## src/rtl/uart_tx_sched.sv

```systemverilog
// uart_tx_sched: shares the uart_top transmitter between two word-wide
// requesters. Round-robin arbitration, one-cycle write strobe to the UART
// transmit address, then waits for the transmitter to finish (or time out)
// and inserts a short idle gap before the next grant.
module uart_tx_sched #(
   parameter logic [31:0] TX_ADDR    = 32'hFFFF_FFFF,
   parameter int unsigned START_WAIT = 4,
   parameter int unsigned GAP_CYCLES = 2
) (
   input  logic        clk,
   input  logic        reset,
   input  logic        req0,
   input  logic [31:0] data0,
   output logic        ack0,
   input  logic        req1,
   input  logic [31:0] data1,
   output logic        ack1,
   input  logic        tx_busy,
   output logic        we,
   output logic [31:0] address,
   output logic [31:0] dataIn,
   output logic        grant_id,
   output logic        active,
   output logic [15:0] word_count
);

   localparam logic [2:0] IDLE       = 3'd0;
   localparam logic [2:0] ISSUE      = 3'd1;
   localparam logic [2:0] WAIT_START = 3'd2;
   localparam logic [2:0] WAIT_DONE  = 3'd3;
   localparam logic [2:0] GAP        = 3'd4;

   localparam logic [3:0] WAIT_LAST  = 4'(START_WAIT - 1);
   localparam logic [3:0] GAP_LAST   = (GAP_CYCLES == 0) ? 4'd0 : 4'(GAP_CYCLES - 1);
   localparam logic [2:0] AFTER_SEND = (GAP_CYCLES == 0) ? IDLE : GAP;

   logic [2:0] state;
   logic [2:0] nextState;
   logic       rr;
   logic [3:0] waitCnt;
   logic [3:0] gapCnt;
   logic       anyReq;
   logic       winner;
   logic       grantNow;

   // Pick the winner: a lone requester wins outright, a tie goes to rr
   always_comb begin
      anyReq   = req0 | req1;
      winner   = (req0 && req1) ? rr : req1;
      grantNow = (state == IDLE) && anyReq;
   end

   // Next-state decode for the issue / wait / gap sequence
   always_comb begin
      nextState = state;
      case (state)
         IDLE: begin
            if (anyReq) nextState = ISSUE;
         end
         ISSUE: begin
            nextState = WAIT_START;
         end
         WAIT_START: begin
            if (tx_busy) nextState = WAIT_DONE;
            else if (waitCnt == WAIT_LAST) nextState = AFTER_SEND;
         end
         WAIT_DONE: begin
            if (!tx_busy) nextState = AFTER_SEND;
         end
         GAP: begin
            if (gapCnt == GAP_LAST) nextState = IDLE;
         end
         default: nextState = IDLE;
      endcase
   end

   // State register
   always_ff @(posedge clk or posedge reset) begin
      if (reset) state <= IDLE;
      else       state <= nextState;
   end

   // Start-wait counter: cleared while issuing, counts idle busy samples
   always_ff @(posedge clk or posedge reset) begin
      if (reset)
         waitCnt <= 4'd0;
      else if (state == ISSUE)
         waitCnt <= 4'd0;
      else if (state == WAIT_START && !tx_busy)
         waitCnt <= waitCnt + 4'd1;
   end

   // Gap counter: cleared on entry to GAP, counts gap cycles while in it
   always_ff @(posedge clk or posedge reset) begin
      if (reset)
         gapCnt <= 4'd0;
      else if (state != GAP)
         gapCnt <= 4'd0;
      else
         gapCnt <= gapCnt + 4'd1;
   end

   // Latch the granted word and move the round-robin pointer off the winner
   always_ff @(posedge clk or posedge reset) begin
      if (reset) begin
         dataIn   <= 32'd0;
         grant_id <= 1'b0;
         rr       <= 1'b0;
      end else if (grantNow) begin
         dataIn   <= winner ? data1 : data0;
         grant_id <= winner;
         rr       <= ~winner;
      end
   end

   // Strobe, address and ack are high exactly for the ISSUE cycle
   always_ff @(posedge clk or posedge reset) begin
      if (reset) begin
         we      <= 1'b0;
         address <= 32'd0;
         ack0    <= 1'b0;
         ack1    <= 1'b0;
      end else begin
         we      <= grantNow;
         address <= grantNow ? TX_ADDR : 32'd0;
         ack0    <= grantNow && !winner;
         ack1    <= grantNow && winner;
      end
   end

   // Busy indication mirrors "not in IDLE" as a register
   always_ff @(posedge clk or posedge reset) begin
      if (reset) active <= 1'b0;
      else       active <= (nextState != IDLE);
   end

   // Issued-word counter, bumped as ISSUE is left; wraps naturally
   always_ff @(posedge clk or posedge reset) begin
      if (reset)
         word_count <= 16'd0;
      else if (state == ISSUE)
         word_count <= word_count + 16'd1;
   end

endmodule

```

## config.mk

```make
export PLATFORM = sky130hd
export DESIGN_NAME = uart_tx_sched
export DESIGN_NICKNAME = d
export VERILOG_FILES = /design/src/rtl/uart_tx_sched.sv
export SDC_FILE = /design/constraint.sdc
export NUM_CORES = 1
export LEC_CHECK = 0
export ABC_AREA = 1
export BUFFER_PORTS_ARGS = -buffer_cell sky130_fd_sc_hd__buf_2
export CAP_MARGIN = 20
export CORE_ASPECT_RATIO = 1.1
export CORE_UTILIZATION = 50
export DETAILED_ROUTE_END_ITERATION = 16
export GPL_TIMING_DRIVEN = 0
export PLACE_DENSITY = 0.81
export SYNTH_ARGS = -nofsm -noshare
export SYNTH_HDL_FRONTEND = slang
export SYNTH_SLANG_ARGS = --single-unit
export TNS_END_PERCENT = 10
```

## constraint.sdc

```tcl
create_clock -name clk -period 4.4 [get_ports clk]
set_input_delay 1.32 -clock clk [delete_from_list [all_inputs] [get_ports clk]]
set_output_delay 1.32 -clock clk [all_outputs]
set_load 0.005 [all_outputs]
```

**After elaboration in Yosys (flattened, before gate mapping)**

Index checks and enable logic that the tools add are counted.

- Bits in registers: 97
- Bits in latches: 0
- Memory bits (writable): 0
- ROM bits: 0
- Input port bits: 69
- Output and inout port bits: 85
- Word-level logic and storage cells: 46
- Memories: 0

- Add/subtract/negate cells: 3
- Multiply operators: 0
- Divide/modulo/power cells: 0
- Order comparisons: 0
- Equality and inequality tests: 7
- Shift-type cells: 0
- Multiplexer cells: 12
- Bitwise gates (word level): 2
- Reduce and logical (&&, ||, !) cells: 10

Operators by type and width:

| kind | number |
|---|---|
| $mux 32 | 2 |
| $add 16x1->16 const B | 1 |
| $mux 3 | 5 |
| $pmux 3 s5 | 1 |
| $mux 4 | 3 |
| $add 4x1->4 const B | 2 |
| $eq 3x2->1 const B | 2 |
| $logic_and 1x1->1 | 5 |
| $eq 4x1->1 const B | 1 |
| $eq 4x2->1 const B | 1 |
| $eq 3x1->1 const B | 1 |
| $eq 3x3->1 const B | 1 |
| $logic_not 3->1 | 1 |
| $ne 3x3->1 const B | 1 |
| $reduce_bool 3->1 | 1 |
| $logic_not 1->1 | 2 |
| $reduce_bool 2->1 | 1 |
| $mux 1 | 1 |
| $not 1->1 | 1 |
| $or 1x1->1 | 1 |

**Longest topological paths before layout**

Gate-level depths: netlist of run 1.

- Depth after elaboration: 5
- Mapped depth: 8
- Gate-level depth less buffers: 8

**Least setup slack after synthesis of run 1**

OpenSTA, ideal clock, no wires.

- Path kind: register -> output
- Start point: register, netlist name address[30]
- End point: output address[0]
- Data arrival time: 1.024 ns
- Data required time: 3.080 ns
- Path slack: 2.056 ns
- Stages on the path, launching flop included: 2
- Buffers on the path: 1
- Path through: dfrtp_1 buf_4

RTL lines:

| item | line | RTL |
|---|---|---|
| end: declaration | 20 | `output logic [31:0] address,` |

==> qor.txt, run 1 <==
Run status: completed
Quantity of I/O buffers inserted on ports: 153
Post-Synthesis Mean Instance Area: 8.52 um^2
Antenna violations before repair: 0
Final critical delay including setup and external delays: 2.94 ns
Clock latency at the later pin of the worst-skew pair: 0.34 ns
WL per Instance: 12.2 um
Library cell occupying the most area in the post-synthesis netlist: sky130_fd_sc_hd__dfrtp_1
Data arrival time of the critical path: 1.62 ns
Slew margin rel.: 39.5%
Largest stage delay on the critical path: 0.94 ns
Count of buffering cells on the critical path with inverters included: 2
Yosys reg bits: 65
Top cell types by occurrence after synthesis: sky130_fd_sc_hd__nand2_1, sky130_fd_sc_hd__dfrtp_1, sky130_fd_sc_hd__nand3_1
Aggregate negative setup slack: 0 ns
Drc violations: 0
Worst-case setup margin in the final layout: 1.46 ns
Pins over their slew limit: 0
TritonCTS Buffers: 9
Final Skew: 0.00748 ns
First-pass GRT wire length: 12.9 mm
Transition time at the pin with the least slew margin: 0.907 ns
Number of H-tree branching levels: 3
Critical path endpoint: address[1]
Number of clock sinks seen by CTS: 65
Power Dens Cells: 641 nW/um^2
Critical Path End Type: primary output
Hold violation count in the final report: 0
Synthesized Nets: 457
Total number of vias: 2,998
Total of cells resized after clock tree synthesis: 0
Clock-pin slew of the registers on the worst-case setup and hold paths: 0.07 ns
Area of the placeable core: 6230 um^2
Number of hold buffers added after CTS: 0
Vias in the first global route: 2,857
Layout overhead on the synthesized area: 33.9%
Number of rows in the core area: 30
Number of enable-type register cells in the synthesized netlist: 0
Post-CTS setup buffer count: 0
Hold WS: 0.490 ns
Area fraction of the dominant cell type after synthesis: 49.7%
Routed wire length: 7.74 mm
Required time at the endpoint of the critical path: 3.08 ns
Buffer depth of the longest clock path: 2
R2R depth: 7
Worst setup path category: register to primary output
Count of maximum capacitance violations: 0
Setup-violating endpoint count in the final report: 0
Critical Path Slowest Stage Cell: sky130_fd_sc_hd__dfrtp_1
Critical path depth in cells: 2
R2r startpoint: state[0]$_DFF_PP0_
Post-synth design cell area: 3270 um^2
Ys flop type: sky130_fd_sc_hd__dfrtp_1
Static leakage power: 2.50 nW
Vertical die dimension: 86.9 um
Top post-synthesis cells by area: sky130_fd_sc_hd__dfrtp_1, sky130_fd_sc_hd__nand2_1, sky130_fd_sc_hd__buf_4
Cell chosen for the clock root: sky130_fd_sc_hd__clkbuf_8
Register-to-register setup slack: 2.97 ns
Startpoint kind of the worst setup timing path: register
Global placer's final weighted congestion: 0.865
Via density per instance: 4.73
All-Layer GR Usage: 24.2%
Clock tree from TritonCTS: built
Launching instance or port of the critical path: address[30]$_DFF_PP0_
Critical path cell sequence: buf_4 > buf_2
Unique cell type count in the Yosys netlist: 29
Number of nets with antenna violations after routing: 0
Cell family contributing the most delay on the critical path: flip-flops
Maximum number of pins on one net before global-route repair: 36
Synthesized netlist cell count: 384
Class of the most critical hold timing path: register to register
Worst flop-to-flop path endpoint: dataIn[29]$_DFFE_PP0P_
Fraction of layout cells with a size suffix above 1: 40.3%
Critical-path maximum fanout: 33
Congestion Overflow GR: 0
Worst ir drop on vdd: 0.332 mV
Count leader, synth: sky130_fd_sc_hd__nand2_1
Number of warnings issued by yosys: 0
Number of antenna cells inserted: 0
Ratio of final minimum period to clock period: 66.7%
Drt first pass iters: 6
Unrepaired setup endpoints after global routing: false
DR iter-0 viols: 191
IO Pins: 154
Estimated wirelength of the detail-placed design: 5.83 mm
Starting Density: 52.5%
Width of the chip: 79.1 um
Part of the Yosys area used for sequential elements: 49.7%
Worst slack at placement: 1.82 ns
Fmax: 0.341 GHz
Async set-reset flop share out of synthesis: 100%
Post-layout net count: 622
Die Outline Area: 6870 um^2
worst min-delay path by stage:
stage | cells after the start | slack (ns) | endpoint | startpoint
after floorplan | 1 | 0.46 | gapCnt[0]$_DFF_PP0_ | gapCnt[0]$_DFF_PP0_
after global placement | 1 | 0.47 | grant_id$_DFFE_PP0P_ | grant_id$_DFFE_PP0P_
after detailed placement | 1 | 0.48 | grant_id$_DFFE_PP0P_ | grant_id$_DFFE_PP0P_
after CTS | 1 | 0.49 | grant_id$_DFFE_PP0P_ | grant_id$_DFFE_PP0P_
after global routing | 2 | 0.52 | dataIn[13]$_DFFE_PP0P_ | dataIn[13]$_DFFE_PP0P_
final | 2 | 0.49 | dataIn[13]$_DFFE_PP0P_ | dataIn[13]$_DFFE_PP0P_
stage by stage:
stage	area, um^2	total power, mW	cells	util [%]
CTS	4380	2.84	634	70.3
detailed placement	4160	2.26	618	66.7
global route	4380	3.03	634	70.3
finish	4380	2.81	634	70.3
global placement	4140	2.20	617	66.4
floorplan	3270	1.75	384	-
placed cells by master (no fill, tap or decap), drive strengths merged:
cell type	n
bufinv	2
nand2	136
nand3b	1
o22ai	1
xor2	6
buf	196
dfrtp	65
and2	1
o21ai	3
nor3	4
and3	2
ha	4
a21oi	1
nand3	45
nand4	9
mux2	1
nor2	29
inv	28
xnor2	5
clkbuf	14
o21a	1
cell families after synthesis:
family,Yosys count,share of synthesized area (%)
simple gates,227,31.5
buf+inv,70,13.0
flops,65,49.7
xor+xnor,11,2.94
compound gates,6,1.03
fa+ha+maj,4,1.53
mux,1,0.344
power by group:
| group | internal, mW | switching (mW) |
|---|---|---|
| combinational | 0.644 | 0.586 |
| clock | 0.351 | 0.221 |
| sequential | 0.823 | 0.186 |
layer usage:
metal,wire length [um],track usage [%]
met3,433,5.65
met2,4070,41.8
met5,0,0
met1,3150,29.1
met4,82,9.92
final cells by class:
type | instances | area, um^2
Buffer | 42 | 318
Multi-Input combinational cell | 249 | 1220
Inverter | 28 | 108
Fill cell | 517 | 1850
Tap cell | 80 | 100
Clock inverter | 2 | 60.1
Sequential cell | 65 | 1630
Clock buffer | 14 | 163
Timing Repair Buffer | 154 | 786
state kept, by name, indices dropped and copies added (netlist names):
register	count
state	3
ack0	1
dataIn	32
word_count	16
address	1
active	1
rr	1
ack1	1
gapCnt	4
grant_id	1
waitCnt	4
tightest hold or removal path, delay by kind of cell (launching register included):
kind	cells	cell delay, ns
flops	1	0.34
simple gates	2	0.11
No activity file was read; power rests on OpenSTA's default activity.
==> run 2, diff against run 1 <==
--- a/config.mk
+++ b/config.mk
@@ -9,10 +9,10 @@
 export BUFFER_PORTS_ARGS = -buffer_cell sky130_fd_sc_hd__buf_2
 export CAP_MARGIN = 20
 export CORE_ASPECT_RATIO = 1.1
-export CORE_UTILIZATION = 50
+export CORE_UTILIZATION = 47
 export DETAILED_ROUTE_END_ITERATION = 16
 export GPL_TIMING_DRIVEN = 0
-export PLACE_DENSITY = 0.81
+export PLACE_DENSITY = 0.77
 export SYNTH_ARGS = -nofsm -noshare
 export SYNTH_HDL_FRONTEND = slang
 export SYNTH_SLANG_ARGS = --single-unit
==> constraint.sdc (replaced) <==
create_clock -name clk -period 2.95 [get_ports clk]
set_input_delay 0.885 -clock clk [delete_from_list [all_inputs] [get_ports clk]]
set_output_delay 0.885 -clock clk [all_outputs]
set_load 0.005 [all_outputs]
==> qor.txt, run 2 (same netlist as run 1, synthesis figures left out) <==
Drt first pass iters: 4 (-2)
Clock tree from TritonCTS: built
Buffer depth of the longest clock path: 2 (unchanged)
Worst setup path category: register to primary output
Worst ir drop on vdd: 0.557 mV (+68%)
Most flops, register: dataIn
Required time at the endpoint of the critical path: 2.07 ns (-1.01 ns)
WL per Instance: 11.9 um (-2.2%)
TritonCTS Buffers: 9 (unchanged)
Transition time at the pin with the least slew margin: 0.885 ns (-0.0219 ns)
First-pass GRT wire length: 12.3 mm (-4.9%)
Via density per instance: 4.74 (+0.21%)
Drc violations: 0 (unchanged)
Die Outline Area: 7300 um^2 (+6.2%)
Unrepaired setup endpoints after global routing: false
Vertical die dimension: 89.5 um (+3.1%)
Total of cells resized after clock tree synthesis: 0 (unchanged)
Congestion Overflow GR: 0 (unchanged)
Global placer's final weighted congestion: 0.876 (+1.3%)
Final Skew: 0.00836 ns (+0.000880 ns)
Number of nets with antenna violations after routing: 0 (unchanged)
Data arrival time of the critical path: 1.60 ns (-0.02 ns)
Number of H-tree branching levels: 3 (unchanged)
Estimated wirelength of the detail-placed design: 5.73 mm (-1.8%)
Worst-case setup margin in the final layout: 0.461 ns (-1.00 ns)
Worst slack at placement: 0.807 ns (-1.01 ns)
Vias in the first global route: 2,830 (-0.95%)
Slew margin rel.: 41.0% (+1.5 points)
Layout overhead on the synthesized area: 33.8% (about the same)
All-Layer GR Usage: 22.2% (-2.1 points)
IO Pins: 154 (unchanged)
Fmax: 0.402 GHz
Static leakage power: 2.50 nW (about the same)
Power Dens Cells: 951 nW/um^2 (+48%)
Ratio of final minimum period to clock period: 84.4%
Number of clock sinks seen by CTS: 65 (unchanged)
Clock-pin slew of the registers on the worst-case setup and hold paths: 0.07 ns (about the same)
Antenna violations before repair: 0 (unchanged)
Number of hold buffers added after CTS: 0 (unchanged)
Routed wire length: 7.58 mm (-2.1%)
Fraction of layout cells with a size suffix above 1: 40.7% (+0.43 points)
DR iter-0 viols: 132 (-31%)
Maximum number of pins on one net before global-route repair: 38 (+5.6%)
Pins over their slew limit: 0 (unchanged)
Number of rows in the core area: 31 (+3.3%)
Total number of vias: 3,009 (+0.37%)
Max FFs per register: 32 (unchanged)
Startpoint kind of the worst setup timing path: register
Number of antenna cells inserted: 0 (unchanged)
Critical-path maximum fanout: 33 (unchanged)
Class of the most critical hold timing path: register to register
Critical Path End Type: primary output
Run status: completed
Area of the placeable core: 6670 um^2 (+7.1%)
Count of maximum capacitance violations: 0 (unchanged)
Post-CTS setup buffer count: 0 (unchanged)
Width of the chip: 81.6 um (+3.1%)
Setup-violating endpoint count in the final report: 0 (unchanged)
Aggregate negative setup slack: 0 ns (unchanged)
Most common cell after layout, fill and taps aside: sky130_fd_sc_hd__buf_2
Post-layout net count: 622 (unchanged)
Commonest cells after routing, fill and taps aside: sky130_fd_sc_hd__buf_2, sky130_fd_sc_hd__nand2_1, sky130_fd_sc_hd__dfrtp_1
Starting Density: 49.1% (-3.5 points)
Cell chosen for the clock root: sky130_fd_sc_hd__clkbuf_8
Leading registers by flop count: dataIn (32), word_count (16)
Quantity of I/O buffers inserted on ports: 153 (unchanged)
Hold violation count in the final report: 0 (unchanged)
Clock latency at the later pin of the worst-skew pair: 0.34 ns (about the same)
Final critical delay including setup and external delays: 2.49 ns
## run 2: changes by cell type in the layout (fill, tap and decap cells not counted)
cell	previous run	this run
sky130_fd_sc_hd__clkbuf_8	11	10
sky130_fd_sc_hd__clkbuf_1	3	0
sky130_fd_sc_hd__clkinv_2	0	2
sky130_fd_sc_hd__inv_6	0	1
## run 2: path summary, 6_finish.rpt
kind,depth (start not counted),slack [ns],startpoint,end
setup / recovery,2,0.46,address[30]$_DFF_PP0_,address[15]
hold / removal,2,0.49,dataIn[20]$_DFFE_PP0P_,dataIn[20]$_DFFE_PP0P_
setup reg to reg,7,1.51,state[0]$_DFF_PP0_,dataIn[22]$_DFFE_PP0P_
hold reg to reg,2,0.49,dataIn[20]$_DFFE_PP0P_,dataIn[20]$_DFFE_PP0P_
max in group asynchronous,3,1.63,reset,dataIn[11]$_DFFE_PP0P_
min in group asynchronous,2,0.69,reset,word_count[5]$_DFFE_PP0P_
## run 2: power breakdown
part | internal (mW) | switching [mW]
combinational | 0.960 | 0.875
clock | 0.494 | 0.336
sequential | 1.23 | 0.273
total | 2.68 | 1.48
## run 2: per-layer routing
metal / wire length (um) / part of all wire, % / vias to the layer above / global-route usage, %
met5: 0 / 0 / - / 0
met4: 125 / 1.6 / 0 / 7.79
met3: 475 / 6.3 / 10 / 5.82
met2: 3830 / 51 / 113 / 38.2
met1: 3150 / 42 / 1378 / 26.7
li1: - / - / 1508 / -
## run 2: final cells by class
type / count / area, um^2
clock buffer: 10 / 138
sequential: 65 / 1630
timing repair buffer: 154 / 786
clock inverter: 5 / 78.8
buffer: 42 / 318
tap: 82 / 103
multi-input combinational: 249 / 1220
inverter: 28 / 108
fill: 579 / 2290
## run 2: worst max-delay path, stage by stage (launching register included)
cell and delay, ns:
sky130_fd_sc_hd__dfrtp_1 0.93, sky130_fd_sc_hd__buf_4 0.23, sky130_fd_sc_hd__buf_2 0.11
## run 2: stage by stage
step | area [um^2] | hold WS (ns) | power [mW] | instances | util [%]
6_report | 4380 | 0.492 | 4.16 | 635 | 65.6
5_1_grt | 4380 | 0.513 | 4.49 | 635 | 65.6
4_1_cts | 4380 | 0.497 | 4.21 | 635 | 65.6
3_5_place_dp | 4160 | 0.478 | 3.37 | 620 | 62.4
3_3_place_gp | 4140 | 0.473 | 3.29 | 619 | 62.1
2_1_floorplan | 3270 | 0.460 | 2.61 | 384 | -
==> run 3, diff against run 2 <==
==> constraint.sdc (replaced) <==
create_clock -name clk -period 2.3 [get_ports clk]
set_input_delay 0.69 -clock clk [delete_from_list [all_inputs] [get_ports clk]]
set_output_delay 0.69 -clock clk [all_outputs]
set_load 0.005 [all_outputs]
==> qor.txt, run 3 (same netlist as run 1, synthesis figures left out) <==
Register-to-register setup slack: 0.86 ns (-0.65 ns)
Fmax: 0.499 GHz
Combinational share of power: 44.7% (+0.6 points)
Post-layout net count: 622 (unchanged)
DR iter-0 viols: 109 (-17%)
Layout overhead on the synthesized area: 33.3%
Number of rows in the core area: 31 (unchanged)
Largest stage delay on the critical path: 0.67 ns (-0.26 ns)
Worst flop-to-flop path endpoint: word_count[11]$_DFFE_PP0P_
Number of antenna cells inserted: 0 (unchanged)
All-Layer GR Usage: 21.8% (-0.34 points)
Count of maximum capacitance violations: 0 (unchanged)
Switching share of total power: 36.0% (+0.41 points)
Post-CTS setup buffer count: 0 (unchanged)
Final Skew: 0.0138 ns (+0.00540 ns)
Sequential Power Share: 36.7% (+0.7 points)
Most common cell after layout, fill and taps aside: sky130_fd_sc_hd__buf_2
Class of the most critical hold timing path: input pin to asynchronous set/reset pin
Area taken by flip-flops and latches: 1630 um^2 (about the same)
Switching power total: 1.89 mW (+27%)
Buffer depth of the longest clock path: 2 (unchanged)
Cell chosen for the clock root: sky130_fd_sc_hd__clkbuf_8
Estimated wirelength of the detail-placed design: 5.81 mm (+1.3%)
Most flops, register: dataIn
Critical Path End Type: primary output
Max FFs per register: 32 (unchanged)
WL per Instance: 11.9 um (-0.37%)
Slew margin rel.: 62.6% (+22 points)
Startpoint kind of the worst setup timing path: register
Required time at the endpoint of the critical path: 1.61 ns (-0.46 ns)
Number of H-tree branching levels: 3 (unchanged)
Congestion Overflow GR: 0 (unchanged)
Clock-pin slew of the registers on the worst-case setup and hold paths: 0.07 ns (about the same)
Transition time at the pin with the least slew margin: 0.560 ns (-0.325 ns)
Clock latency at the later pin of the worst-skew pair: 0.33 ns (about the same)
Footprint of the multi-input gates: 1220 um^2 (unchanged)
Maximum number of pins on one net before global-route repair: 42 (+11%)
Commonest cells after routing, fill and taps aside: sky130_fd_sc_hd__buf_2, sky130_fd_sc_hd__nand2_1, sky130_fd_sc_hd__dfrtp_1
Clock tree from TritonCTS: built
Internal power: 3.35 mW (+25%)
Setup-violating endpoint count in the final report: 0 (unchanged)
Quantity of I/O buffers inserted on ports: 153 (unchanged)
Drt first pass iters: 4 (unchanged)
Die Outline Area: 7300 um^2 (unchanged)
R2r startpoint: word_count[4]$_DFFE_PP0P_
Unrepaired setup endpoints after global routing: false
Antenna violations before repair: 0 (unchanged)
Critical-path maximum fanout: 33 (unchanged)
Total number of vias: 3,003 (-0.20%)
Vias in the first global route: 2,757 (-2.6%)
Ratio of final minimum period to clock period: 87.1%
Starting Density: 49.1% (unchanged)
Run status: completed
Final critical delay including setup and external delays: 2.00 ns
Data arrival time of the critical path: 1.31 ns (-0.29 ns)
Static leakage power: 2.48 nW (-0.89%)
Worst setup path category: register to primary output
Worst slack at placement: 0.368 ns (-0.439 ns)
Width of the chip: 81.6 um (unchanged)
Critical path cell sequence: buf_4 > buf_2
Via density per instance: 4.73 (-0.20%)
Hold WS: 0.402 ns (-0.0898 ns)
Routed wire length: 7.55 mm (-0.37%)
Critical Path Slowest Stage Cell: sky130_fd_sc_hd__dfrtp_2
Hold violation count in the final report: 0 (unchanged)
Part of the total power dissipated in the clock network: 18.7% (-1.2 points)
IO Pins: 154 (unchanged)
TritonCTS Buffers: 9 (unchanged)
Worst ir drop on vdd: 0.590 mV (+5.9%)
Pins over their slew limit: 0 (unchanged)
Filler Cells Inserted: 589 (+1.7%)
Number of clock sinks seen by CTS: 65 (unchanged)
Global placer's final weighted congestion: 0.818 (-6.6%)
Core Util, Final: 65.4% (-0.23 points)
Drc violations: 0 (unchanged)
Fin cells: 635 (unchanged)
Final instance area: 4360 um^2 (-0.34%)
Vertical die dimension: 89.5 um (unchanged)
Number of hold buffers added after CTS: 0 (unchanged)
Power Dens Cells: 1200 nW/um^2 (+26%)
Pwr Total: 5.23 mW (+26%)
Fraction of layout cells with a size suffix above 1: 40.5% (-0.18 points)
Worst-case setup margin in the final layout: 0.297 ns (-0.164 ns)
DP Cell Count: 620 (unchanged)
Aggregate negative setup slack: 0 ns (unchanged)
Leading registers by flop count: dataIn (32), word_count (16)
First-pass GRT wire length: 12.1 mm (-1.7%)
Number of nets with antenna violations after routing: 0 (unchanged)
Area of the placeable core: 6670 um^2 (unchanged)
R2R depth: 6 (-1)
Instance area after placement: 4170 um^2 (about the same)
run 3: cell types whose count changed in the layout (fill, tap and decap cells not counted), sizes merged:
cell	before	now
bufinv	2	1
clkbuf	10	13
clkinv	2	0
clkinvlp	0	2
inv	29	27
run 3: worst max path at each step:
stage	depth (start not counted)	end	from	slack [ns]
after floorplan	1	address[0]	address[30]$_DFF_PP0_	0.59
after global placement	2	active$_DFF_PP0_	reset	0.43
after detailed placement	2	address[4]	address[30]$_DFF_PP0_	0.37
after CTS	2	address[4]	address[30]$_DFF_PP0_	0.27
after global routing	2	address[13]	address[30]$_DFF_PP0_	0.20
final	2	address[22]	address[30]$_DFF_PP0_	0.30
run 3: critical path, delay by kind of cell, from the launching register on:
kind	cells	cell delay [ns]
buffers and inverters	2	0.30
DFF	1	0.67
run 3: final cells by class:
class,instances,area share [%]
sequential,65,37.3
multi-input combinational,249,28.0
timing repair buffer,154,18.0
clock buffer,13,3.64
inverter,28,2.55
buffer,42,7.28
tap,82,2.35
clock inverter,2,0.860
run 3: timing repair:
item | 4_1_cts | 5_1_grt
endpoints found under the setup margin | 32 | 0
endpoints found under the hold margin | 0 | 0
resized for setup | 1 | 0
run 3: metal layers:
layer / track usage (%) / part of all wire, % / vias up
met5: 0 / 0 / -
met4: 7.14 / 1.4 / 0
met3: 7.65 / 6.3 / 11
met2: 37.7 / 50 / 103
met1: 25.1 / 42 / 1380
li1: - / - / 1509
run 3: power groups by stage:
stage               Clock, mW  Sequential (mW)  Combinational (mW)
floorplan                   0             1.93                1.43
global placement            0             1.91                2.31
detailed placement          0             1.92                2.39
CTS                     0.993             1.92                2.37
global route             1.05             1.98                2.63
finish                  0.978             1.92                2.34
